**config.mk**
```make
export PLATFORM = sky130hd
export DESIGN_NAME = mvu_job_dispatcher
export DESIGN_NICKNAME = d
export VERILOG_FILES = /design/src/rtl/mvu_job_dispatcher.sv
export SDC_FILE = /design/constraint.sdc
export NUM_CORES = 2
export LEC_CHECK = 0
export CELL_PAD_IN_SITES_DETAIL_PLACEMENT = 1
export CELL_PAD_IN_SITES_GLOBAL_PLACEMENT = 2
export CORE_MARGIN = 8
export CORE_UTILIZATION = 35
export CTS_BUF_LIST = sky130_fd_sc_hd__clkbuf_4
export DETAILED_ROUTE_END_ITERATION = 6
export PLACE_DENSITY_LB_ADDON = 0.1
export SYNTH_ARGS = -nofsm -noshare
export SYNTH_HDL_FRONTEND = slang
export SYNTH_SLANG_ARGS = --single-unit
export TNS_END_PERCENT = 100
```
**constraint.sdc**
```tcl
create_clock -name clk -period 2.9 [get_ports clk]
set_clock_uncertainty 0.05 [all_clocks]
set_input_delay 0.87 -clock clk [delete_from_list [all_inputs] [get_ports clk]]
set_output_delay 0.87 -clock clk [all_outputs]
set_load 0.005 [all_outputs]
```
**src/rtl/mvu_job_dispatcher.sv**
```systemverilog
// mvu_job_dispatcher
//   Queues MVU job descriptors from the host/pito control path and dispatches
//   them strictly in order to their target MVU over the per-MVU
//   prec/baddr/iword/start configuration bundle. A job is launched only when
//   its target MVU is neither busy nor still marked in flight. The head job
//   blocks all later jobs until it has been handed off.
//
//   Optional feature (macro MVU_DISPATCH_TIMEOUT_EN): bounds the wait for the
//   MVU busy acknowledge to ACK_TO cycles. On expiry the sticky err_timeout is
//   set, the in-flight mark is dropped and the job is popped. Without the
//   macro, ACK waits indefinitely and err_timeout is tied low.
//
// Ports
//   clk, rst_n                clock, asynchronous active-low reset
//   job_valid / job_ready     host job handshake (ready = FIFO not full)
//   job_mvu/prec/baddr/iword  job descriptor
//   mvu_data_prec/baddr/iword per-MVU configuration slices (slice i = [W*i +: W])
//   mvu_data_start            one-cycle start pulse per MVU
//   mvu_data_busy             MVU busy inputs
//   mvu_irq_tap               MVU job-done pulses
//   inflight                  MVU has a dispatched, unfinished job
//   q_count                   number of queued jobs
//   err_timeout               sticky busy-acknowledge timeout flag
module mvu_job_dispatcher #(
   parameter int NMVU   = 8,
   parameter int XLEN   = 32,
   parameter int QDEPTH = 4,
   parameter int ACK_TO = 16
) (
   input  logic                    clk,
   input  logic                    rst_n,
   input  logic                    job_valid,
   output logic                    job_ready,
   input  logic [$clog2(NMVU)-1:0] job_mvu,
   input  logic [31:0]             job_prec,
   input  logic [31:0]             job_baddr,
   input  logic [XLEN-1:0]         job_iword,
   output logic [NMVU*32-1:0]      mvu_data_prec,
   output logic [NMVU*32-1:0]      mvu_data_baddr,
   output logic [NMVU*XLEN-1:0]    mvu_data_iword,
   output logic [NMVU-1:0]         mvu_data_start,
   input  logic [NMVU-1:0]         mvu_data_busy,
   input  logic [NMVU-1:0]         mvu_irq_tap,
   output logic [NMVU-1:0]         inflight,
   output logic [$clog2(QDEPTH):0] q_count,
   output logic                    err_timeout
);

   localparam int MW = $clog2(NMVU);
   localparam int PW = $clog2(QDEPTH);
   localparam int CW = PW + 1;
   localparam logic [CW-1:0] FULL_CNT = CW'(QDEPTH);

   typedef enum logic [1:0] {
      IDLE  = 2'd0,
      LOAD  = 2'd1,
      START = 2'd2,
      ACK   = 2'd3
   } state_t;

   state_t state_r;
   state_t state_nxt_s;

   logic [MW-1:0]   fifo_mvu_r   [QDEPTH];
   logic [31:0]     fifo_prec_r  [QDEPTH];
   logic [31:0]     fifo_baddr_r [QDEPTH];
   logic [XLEN-1:0] fifo_iword_r [QDEPTH];

   logic [PW-1:0] wr_ptr_r;
   logic [PW-1:0] rd_ptr_r;
   logic [CW-1:0] count_r;
   logic [CW-1:0] count_nxt_s;
   logic          ready_r;

   logic [MW-1:0]   head_mvu_s;
   logic [31:0]     head_prec_s;
   logic [31:0]     head_baddr_s;
   logic [XLEN-1:0] head_iword_s;

   logic empty_s;
   logic full_s;
   logic push_s;
   logic pop_s;
   logic tgt_ok_s;
   logic tgt_free_s;
   logic load_s;
   logic timeout_s;

   logic [NMVU-1:0] onehot_s;
   logic [NMVU-1:0] set_mask_s;
   logic [NMVU-1:0] clr_mask_s;
   logic [NMVU-1:0] inflight_r;
   logic [NMVU-1:0] start_r;

   logic [NMVU*32-1:0]   prec_r;
   logic [NMVU*32-1:0]   baddr_r;
   logic [NMVU*XLEN-1:0] iword_r;

   assign head_mvu_s   = fifo_mvu_r[rd_ptr_r];
   assign head_prec_s  = fifo_prec_r[rd_ptr_r];
   assign head_baddr_s = fifo_baddr_r[rd_ptr_r];
   assign head_iword_s = fifo_iword_r[rd_ptr_r];

   assign empty_s = (count_r == {CW{1'b0}});
   assign full_s  = (count_r == FULL_CNT);
   assign push_s  = job_valid && !full_s;

   // An id field wider than needed can name a non-existent MVU.
   assign tgt_ok_s   = (32'(head_mvu_s) < 32'(NMVU));
   assign tgt_free_s = tgt_ok_s && !mvu_data_busy[head_mvu_s] && !inflight_r[head_mvu_s];
   assign onehot_s   = tgt_ok_s ? ({{(NMVU-1){1'b0}}, 1'b1} << head_mvu_s) : {NMVU{1'b0}};

`ifdef MVU_DISPATCH_TIMEOUT_EN
   localparam int AW = $clog2(ACK_TO + 1);
   logic [AW-1:0] ack_cnt_r;
   logic          ack_to_hit_s;
   logic          err_r;

   // ACK dwell counter; zero on every ACK entry.
   always_ff @(posedge clk or negedge rst_n) begin
      if (!rst_n) begin
         ack_cnt_r <= {AW{1'b0}};
      end else if (state_r == ACK) begin
         ack_cnt_r <= ack_cnt_r + AW'(1);
      end else begin
         ack_cnt_r <= {AW{1'b0}};
      end
   end

   // Counter value during the ACK_TO-th ACK cycle.
   assign ack_to_hit_s = (ack_cnt_r == AW'(ACK_TO - 1));

   // Sticky timeout flag, cleared only by reset.
   always_ff @(posedge clk or negedge rst_n) begin
      if (!rst_n) begin
         err_r <= 1'b0;
      end else if (timeout_s) begin
         err_r <= 1'b1;
      end
   end

   assign err_timeout = err_r;
`else
   assign err_timeout = 1'b0;
`endif

   // Dispatch FSM next-state and control decode.
   always_comb begin
      state_nxt_s = state_r;
      pop_s       = 1'b0;
      timeout_s   = 1'b0;
      case (state_r)
         IDLE: begin
            if (!empty_s) begin
               if (!tgt_ok_s) begin
                  // Unroutable head: discard it without driving anything.
                  pop_s = 1'b1;
               end else if (tgt_free_s) begin
                  state_nxt_s = LOAD;
               end else begin
                  state_nxt_s = IDLE;
               end
            end else begin
               state_nxt_s = IDLE;
            end
         end
         LOAD: begin
            state_nxt_s = START;
         end
         START: begin
            state_nxt_s = ACK;
         end
         ACK: begin
            if (mvu_data_busy[head_mvu_s]) begin
               pop_s       = 1'b1;
               state_nxt_s = IDLE;
            end
`ifdef MVU_DISPATCH_TIMEOUT_EN
            else if (ack_to_hit_s) begin
               timeout_s   = 1'b1;
               pop_s       = 1'b1;
               state_nxt_s = IDLE;
            end
`endif
            else begin
               state_nxt_s = ACK;
            end
         end
         default: begin
            state_nxt_s = IDLE;
         end
      endcase
   end

   // Derived strobes and FIFO occupancy update.
   always_comb begin
      load_s      = (state_r == IDLE) && (state_nxt_s == LOAD);
      set_mask_s  = (state_r == START) ? onehot_s : {NMVU{1'b0}};
      clr_mask_s  = mvu_irq_tap | (timeout_s ? onehot_s : {NMVU{1'b0}});
      count_nxt_s = count_r;
      case ({push_s, pop_s})
         2'b10:   count_nxt_s = count_r + CW'(1);
         2'b01:   count_nxt_s = count_r - CW'(1);
         default: count_nxt_s = count_r;
      endcase
   end

   // FSM state register.
   always_ff @(posedge clk or negedge rst_n) begin
      if (!rst_n) begin
         state_r <= IDLE;
      end else begin
         state_r <= state_nxt_s;
      end
   end

   // Job FIFO storage, pointers and occupancy; pointers wrap naturally.
   always_ff @(posedge clk or negedge rst_n) begin
      if (!rst_n) begin
         wr_ptr_r <= {PW{1'b0}};
         rd_ptr_r <= {PW{1'b0}};
         count_r  <= {CW{1'b0}};
         ready_r  <= 1'b1;
         for (int i = 0; i < QDEPTH; i++) begin
            fifo_mvu_r[i]   <= {MW{1'b0}};
            fifo_prec_r[i]  <= 32'h0000_0000;
            fifo_baddr_r[i] <= 32'h0000_0000;
            fifo_iword_r[i] <= {XLEN{1'b0}};
         end
      end else begin
         if (push_s) begin
            fifo_mvu_r[wr_ptr_r]   <= job_mvu;
            fifo_prec_r[wr_ptr_r]  <= job_prec;
            fifo_baddr_r[wr_ptr_r] <= job_baddr;
            fifo_iword_r[wr_ptr_r] <= job_iword;
            wr_ptr_r               <= wr_ptr_r + PW'(1);
         end
         if (pop_s) begin
            rd_ptr_r <= rd_ptr_r + PW'(1);
         end
         count_r <= count_nxt_s;
         ready_r <= (count_nxt_s != FULL_CNT);
      end
   end

   // Per-MVU configuration slices, loaded on the edge that enters LOAD.
   always_ff @(posedge clk or negedge rst_n) begin
      if (!rst_n) begin
         prec_r  <= {(NMVU*32){1'b0}};
         baddr_r <= {(NMVU*32){1'b0}};
         iword_r <= {(NMVU*XLEN){1'b0}};
      end else begin
         for (int i = 0; i < NMVU; i++) begin
            if (load_s && onehot_s[i]) begin
               prec_r[32*i +: 32]     <= head_prec_s;
               baddr_r[32*i +: 32]    <= head_baddr_s;
               iword_r[XLEN*i +: XLEN] <= head_iword_s;
            end
         end
      end
   end

   // Start pulse: high for exactly the START cycle.
   always_ff @(posedge clk or negedge rst_n) begin
      if (!rst_n) begin
         start_r <= {NMVU{1'b0}};
      end else if (state_r == LOAD) begin
         start_r <= onehot_s;
      end else begin
         start_r <= {NMVU{1'b0}};
      end
   end

   // In-flight tracking. A set never collides with a real clear of the same
   // MVU because dispatch needs inflight=0, so a stray irq on an idle MVU
   // is harmlessly overridden by the set.
   always_ff @(posedge clk or negedge rst_n) begin
      if (!rst_n) begin
         inflight_r <= {NMVU{1'b0}};
      end else begin
         inflight_r <= (inflight_r & ~clr_mask_s) | set_mask_s;
      end
   end

   assign job_ready      = ready_r;
   assign q_count        = count_r;
   assign inflight       = inflight_r;
   assign mvu_data_start = start_r;
   assign mvu_data_prec  = prec_r;
   assign mvu_data_baddr = baddr_r;
   assign mvu_data_iword = iword_r;

endmodule

```
# After elaboration in Yosys (flattened, before gate mapping)
# Index checks and enable logic that the tools add are counted.
dict set report classes {
  addsub 4
  magnitude_cmp 4
  n_eq_ne 8
  shifts 1
  mux 33
  bitwise_logic 5
  reduce_logical 17
}
# cell count
set op_table {}
lappend op_table {{$bwmux W128} 3}
lappend op_table {{$mux W32} 7}
lappend op_table {{$bmux W32 S2} 3}
lappend op_table {{$demux W32 S2} 1}
lappend op_table {{$mux W8} 2}
lappend op_table {{$bwmux W12} 1}
lappend op_table {{$logic_and A1 B1 Y1} 12}
lappend op_table {{$mux W3} 3}
lappend op_table {{$and A8 B8 Y8} 1}
lappend op_table {{$not A8 Y8} 1}
lappend op_table {{$or A8 B8 Y8} 1}
lappend op_table {{$pmux W2 S4} 1}
lappend op_table {{$shl A1 B3 Y8 const A} 1}
lappend op_table {{$bmux W1 S3} 2}
lappend op_table {{$bmux W3 S2} 1}
lappend op_table {{$demux W3 S2} 1}
lappend op_table {{$eq A2 B1 Y1 const B} 3}
lappend op_table {{$eq A2 B2 Y1 const B} 3}
lappend op_table {{$ge A3 B3 Y1 const B} 2}
lappend op_table {{$not A2 Y3} 2}
lappend op_table {{$pmux W3 S2} 1}
lappend op_table {{$mux W1} 5}
lappend op_table {{$add A2 B1 Y2 const B} 2}
lappend op_table {{$lt A3 B4 Y1 const B} 1}
lappend op_table {{9 further kinds} 12}
dict set report word_totals {
  reg_bits 1190
  in_bits 118
  wordCells 119
}

# Longest topological paths before layout
dict set report logic_depth {
  ltp_word 14
  ltp_mapped 16
  ltp_nobuf 12
}

# Least setup slack after synthesis
# OpenSTA, ideal clock, no wires.
dict set report synth_timing {
  path_kind {register to register}
  startpoint {register rd_ptr_r[0]}
  endpoint {register ready_r, in the netlist job_ready}
  t_arrival_ps 3007
  t_required_ps 2768
  slack_ps -239
  path_stages_with_launch 16
  path_buffers 3
  path_cell_list {dfrtp_1 -> mux4_2 -> buf_4 -> buf_6 -> mux2_1 -> a22oi_1 -> nand2_1 -> clkbuf_1 -> and3_1 -> ha_1 -> inv_1 -> fa_1 -> xor2_1 -> nor2_1 -> xor2_1 -> nand2_1}
}
dict set report synth_between {
  elab_chain_len 11
}
# item line
set synth_lines {}
lappend synth_lines {{start, declared} 70} ;# logic [PW-1:0] rd_ptr_r;
lappend synth_lines {{start signal, assigned} 221} ;# rd_ptr_r <= {PW{1'b0}};
lappend synth_lines {{start signal, assigned} 239} ;# rd_ptr_r <= rd_ptr_r + PW'(1);
lappend synth_lines {{$not A2 Y3 (not written as such) (*)} 99} ;# assign head_mvu_s = fifo_mvu_r[rd_ptr_r];
lappend synth_lines {{$bmux W3 S2 (*)} 99}
lappend synth_lines {{$mux W3 (not written as such) (*) (2 in series)} 99}
lappend synth_lines {{$bmux W1 S3 (*)} 174} ;# if (mvu_data_busy[head_mvu_s]) begin
lappend synth_lines {{$mux W1 (not written as such) (*)} 174}
lappend synth_lines {{$mux W1 (*)} 174}
lappend synth_lines {{$mux W1 (*)} n/a}
lappend synth_lines {{via pop_s} 83} ;# logic pop_s;
lappend synth_lines {{$eq A2 B1 Y1 / $eq A2 B2 Y1 (equally long branches)} 201} ;# case ({push_s, pop_s})
lappend synth_lines {{$pmux W3 S2 (*)} 201}
lappend synth_lines {{via count_nxt_s[2]} 72} ;# logic [CW-1:0] count_nxt_s;
lappend synth_lines {{$ne A3 B3 Y1 (*)} 242} ;# ready_r <= (count_nxt_s != FULL_CNT);
lappend synth_lines {{end signal, assigned} 242}
lappend synth_lines {{end, declared} 73} ;# logic ready_r;
# The timed path passes the listed nets; every way through them passes the cells marked *. The select of a mux whose other input is x is not followed.
# A chain may end at the register's enable or synchronous reset.

# Worst setup path after layout
dict set report layout_timing {
  startpoint {register rd_ptr_r[0]}
  endpoint {register prec_r[123], in the netlist mvu_data_prec[123]}
}
dict set report layout_between {
  elab_chain_len 14
}
# item line
set layout_lines {}
lappend layout_lines {{$not A2 Y3 (not written as such) (*)} {99, 100}}
lappend layout_lines {{$bmux W3 S2} 99}
lappend layout_lines {{$mux W3 (not written as such) (2 in series)} 99}
lappend layout_lines {{$bmux W1 S3 (on tied branches)} {110, 174}}
lappend layout_lines {{$mux W1 (on tied branches)} {110, 174}}
lappend layout_lines {{$logic_not A1 Y1} 110} ;# assign tgt_free_s = tgt_ok_s && !mvu_data_busy[head_mvu_s] && !inflight_r[head_mvu_s];
lappend layout_lines {{$logic_and A1 B1 Y1} 110}
lappend layout_lines {{$mux W1} 158} ;# end else if (tgt_free_s) begin
lappend layout_lines {{$mux W2} 154} ;# if (!empty_s) begin
lappend layout_lines {{$pmux W2 S4} 152} ;# case (state_r)
lappend layout_lines {{$eq A2 B1 Y1} 197} ;# load_s = (state_r == IDLE) && (state_nxt_s == LOAD);
lappend layout_lines {{$logic_and A1 B1 Y1} 197}
lappend layout_lines {{$logic_and A1 B1 Y1} 254} ;# if (load_s && onehot_s[i]) begin
lappend layout_lines {{end signal, assigned} 249} ;# prec_r <= {(NMVU*32){1'b0}};
lappend layout_lines {{end signal, assigned by index} 255} ;# prec_r[32*i +: 32] <= head_prec_s;
lappend layout_lines {{end, declared} 95} ;# logic [NMVU*32-1:0] prec_r;
# Every way passes the cells marked *; elsewhere a longest branch is shown, timed or not. The select of a mux whose other input is x is not followed.

==> flow_summary_export.csv <==
group,metric,value,unit
place,gp_congestion,0.787,
sta,setup_total_negative_slack,-350120,ps
synth,synth_area_per_cell,17.6,µm²
route,detail_route.wl_per_cell,27.6,µm
setup_path,cp.required,3910,ps
grt,pin_count_of_the_biggest_net_entering_global_routing,112,
clock_tree,h_tree_depth,5,
power_and_ir_drop,p_comb_share,41.4,%
power_and_ir_drop,netSwitchingFraction,33.9,%
route,drc,0,
power_and_ir_drop,power.switching,24.5,mW
floorplanning,die_h,385,µm
layout,final.fill_count,13200,
setup_path,crit_chain,"mux4_2 -> buf_12 -> mux2i_1 -> a222oi_1 -> and4_4 -> or3b_4 -> buf_12 -> mux2_4",
synth,synth_fp_nets,2832,
setup_path,worst_setup_path_end_kind,"flip-flop",
setup_path,cp_max_fo,54,
synth,synth-edff-count,0,
setup_path,crit_slowest_cell,"sky130_fd_sc_hd__mux4_2",
grt,grt.total_usage,21.8,%
clock_tree,insertion_delay,1240,ps
layout,final_net_count,4094,
sta,drv_slew,0,
sta,period_needed,3410,ps
synth,synth_cells,2708,
setup_path,crit_path_start_kind,"flip-flop",
synth,synth_area_leader,"sky130_fd_sc_hd__dfrtp_1",
clock_tree,max-clock-path-buffers,4,
sta,worst_hold_slack,293,ps
synth,ys_dominant_reg_cell,"sky130_fd_sc_hd__dfrtp_1",
setup_path,critical_path_buf_inv_count,2,
synth,post-synth-top-area-fraction,62.6,%
flow_run,max_cap_violations,0,
synth,mappedNetlistArea,0.0476,mm²
setup_path,critical-path-max-stage-delay,550,ps
clock_tree,cts.sink_count,1190,
floorplanning,core,0.135,mm²
grt,grt_pass1_wl,241,mm
clock_tree,tritoncts_clock_tree,"done",
grt,grt_antenna_before_repair,45,
route,initialDrtViolationCount,963,
place,port-buffer-count,905,
route,detail_route.wirelength,165,mm
sta,setup_slack,-509,ps
sta,fmax,293,MHz
layout,finish.cell_count_without_fillers,5997,
power_and_ir_drop,power.ir.vdd_worst,0.549,mV
grt,globalRoute.totalOverflow,0,
setup_path,crit_top_cell,"sky130_fd_sc_hd__buf_12",
clock_tree,cts_root_buf,"sky130_fd_sc_hd__clkbuf_4",
setup_path,critPathKind,"reg -> reg",
floorplanning,start_util,35.2,%
place,final_hpwl_dp,111,mm
clock_tree,cts_buffers,347,
hold_path,min_path_type,"in -> reg",
outcome,status,"finished with violations",
power_and_ir_drop,power.density_cell_area,1130,mW/mm²
floorplanning,die_area,0.148,mm²
grt,grt_pass1_vias,34200,
sta,tightest_slew,794,ps
power_and_ir_drop,cellLeakagePower,30.5,nW
route,detailedRoute.firstPassIterationCount,5,
sta,setup_viol,1485,
place,placedCellCount,5357,
setup_path,worst_ep_arrival_time,4410,ps
route,drt-vias-per-instance,4.91,
layout,flow.area_growth_from_synthesis,35.3,%
synth,yosys-top-cells-area,"sky130_fd_sc_hd__dfrtp_1 (63%), sky130_fd_sc_hd__mux2_2 (22%), sky130_fd_sc_hd__mux2_4 (7.6%)",
power_and_ir_drop,pwr-share-clk,21.0,%
synth,synth.yosys.seq_area_share,62.6,%
sta,hold_violation_count_in_the_final_report,0,
route,routed-via-count,29500,
sta,slew_headroom,47.1,%
clock_tree,worst_setup_hold_path_clk_slew,60,ps
setup_path,critPathTopFamily,"multiplexers",
synth,synth.yosys.warnings,0,
synth,synth.lib_cells_used.distinct,36,
power_and_ir_drop,p_int,47.9,mW
floorplanning,floorplan.die.width,385,µm
outcome,failed_checks,"setup timing",
sta,rsz0062_at_grt,"yes",
place,minimum_setup_slack_after_placement,-635,ps
floorplanning,fp-row-count,135,
synth,ys_seq_elements,1190,
floorplanning,ioPinCount,907,
sta,post-route-period-util,118,%
synth,synth-async-reset-ratio,100,%
layout,final_layout_size_suffix_gt1_share,48.1,%
power_and_ir_drop,seqPwrFrac,37.6,%
route,antenna_violating_nets_post_route,0,
==> per-stage QoR <==
step	cell area [µm²]	power (mW)	util [%]
after detailed placement	59500	57.7	44.0
final	64300	72.4	47.6
after floorplan	47600	40.8	-
after global routing	64300	76.8	47.6
after CTS	64000	73.5	47.3
after global placement	59500	56.4	44.0
==> area by class of cell <==
class                      count  area (µm²)  area share (%)
inverter                      16        60.1          0.0934
clock inverter                47         206           0.321
antenna                       28        70.1           0.109
timing repair buffer        1068       11100            17.3
clock buffer                 520        3900            6.07
multi-input combinational   1347       16900            26.3
sequential                  1190       29800            46.3
tap                         1781        2230            3.46
==> synth_stat cells, types with 2 or more instances <==
cell type and n:
sky130_fd_sc_hd__o22ai_1 8, sky130_fd_sc_hd__mux2i_1 5, sky130_fd_sc_hd__clkbuf_1 66, sky130_fd_sc_hd__xnor2_1 3
sky130_fd_sc_hd__dfrtp_1 1189, sky130_fd_sc_hd__inv_1 16, sky130_fd_sc_hd__xor2_1 3, sky130_fd_sc_hd__mux2_2 927
sky130_fd_sc_hd__buf_2 46, sky130_fd_sc_hd__buf_6 32, sky130_fd_sc_hd__or3_1 2, sky130_fd_sc_hd__nand2_1 12
sky130_fd_sc_hd__mux4_2 99, sky130_fd_sc_hd__or3b_1 6, sky130_fd_sc_hd__nand2b_1 5, sky130_fd_sc_hd__a22oi_1 2
sky130_fd_sc_hd__buf_4 2, sky130_fd_sc_hd__ha_1 5, sky130_fd_sc_hd__mux2_4 240, sky130_fd_sc_hd__nor2b_1 3
sky130_fd_sc_hd__nor2_1 13, sky130_fd_sc_hd__buf_1 10
==> cells by family (layout without fill, tap and decap cells) <==
family,Yosys count,after routing,share of synthesized area [%]
XOR/XNOR,6,6,0.111
other,1,29,0.00789
flip-flops,1190,1190,62.6
multiplexers,1272,1272,34.3
buffers and inverters,172,1651,2.00
AND/OR/NAND/NOR,47,48,0.537
adder cells (fa/ha/maj),6,6,0.174
AO/OA/AOI/OAI,14,14,0.200
==> flip-flops by register name, indices dropped and copies added, names as in the netlist <==
| register | count |
|---|---|
| mvu_data_prec | 256 |
| fifo_prec_r | 128 |
| q_count | 3 |
| mvu_data_iword | 256 |
| inflight | 8 |
| fifo_iword_r | 128 |
| fifo_mvu_r | 12 |
| mvu_data_start | 8 |
| rd_ptr_r | 2 |
| state_r | 2 |
| mvu_data_baddr | 256 |
| wr_ptr_r | 2 |
| fifo_baddr_r | 128 |
| job_ready | 1 |
==> worst paths after layout <==
check | startpoint | end | slack, ps | cells after the start
min | job_iword[14] | fifo_iword_r[78]$_DFFE_PN0P_ | 290 | 2
min reg2reg | fifo_prec_r[124]$_DFFE_PN0P_ | fifo_prec_r[124]$_DFFE_PN0P_ | 450 | 1
max reg2reg | rd_ptr_r[0]$_DFFE_PN0P_ | mvu_data_prec[123]$_DFFE_PN0P_ | -510 | 8
max in group asynchronous | rst_n | fifo_iword_r[101]$_DFFE_PN0P_ | 1550 | 3
min in group asynchronous | rst_n | mvu_data_iword[34]$_DFFE_PN0P_ | 410 | 3
max | rd_ptr_r[0]$_DFFE_PN0P_ | mvu_data_prec[123]$_DFFE_PN0P_ | -510 | 8
==> routing by layer <==
metal  vias to the layer above  GRT usage, %  part of all wire, %
li1                      12500             -                    -
met1                     15600          26.1                   40
met2                       996          35.7                   49
met3                       290          8.86                  8.5
met4                        18          7.55                  2.6
met5                         -             0                0.076
==> power by group through the flow <==
stage | Combinational, mW | Sequential (mW) | Clock (mW)
3_5_place_dp | 30.2 | 27.4 | 0
6_report | 30.0 | 27.2 | 15.2
3_3_place_gp | 29.6 | 26.8 | 0
2_1_floorplan | 14.4 | 26.4 | 0
4_1_cts | 30.4 | 27.2 | 15.9
5_1_grt | 32.1 | 28.0 | 16.8
==> placed cells by master, fill, tap and decap left out, types with 6 or more instances in the layout <==
cell type	n
sky130_fd_sc_hd__mux2_4	242
sky130_fd_sc_hd__inv_1	15
sky130_fd_sc_hd__o22ai_1	8
sky130_fd_sc_hd__dlygate4sd3_1	10
sky130_fd_sc_hd__buf_2	27
sky130_fd_sc_hd__nor2_1	13
sky130_fd_sc_hd__clkbuf_4	520
sky130_fd_sc_hd__clkdlybuf4s15_1	7
sky130_fd_sc_hd__buf_6	23
sky130_fd_sc_hd__dlygate4sd2_1	27
sky130_fd_sc_hd__buf_4	79
sky130_fd_sc_hd__mux2_2	926
sky130_fd_sc_hd__buf_12	43
sky130_fd_sc_hd__diode_2	28
sky130_fd_sc_hd__buf_16	15
sky130_fd_sc_hd__mux4_2	99
sky130_fd_sc_hd__dfrtp_1	1186
sky130_fd_sc_hd__clkinv_1	39
sky130_fd_sc_hd__or3b_4	6
sky130_fd_sc_hd__clkdlybuf4s50_1	829
sky130_fd_sc_hd__nand2_1	8
==> repair_timing <==
action,CTS,global route
endpoints found under the setup margin,1559,1522
resized for setup,242,23
gates cloned,7,7
pin swaps,1,4
setup buffers,14,7
hold endpoints to repair,883,0
hold buffers,10,0
No activity file was read; power rests on OpenSTA's default activity.
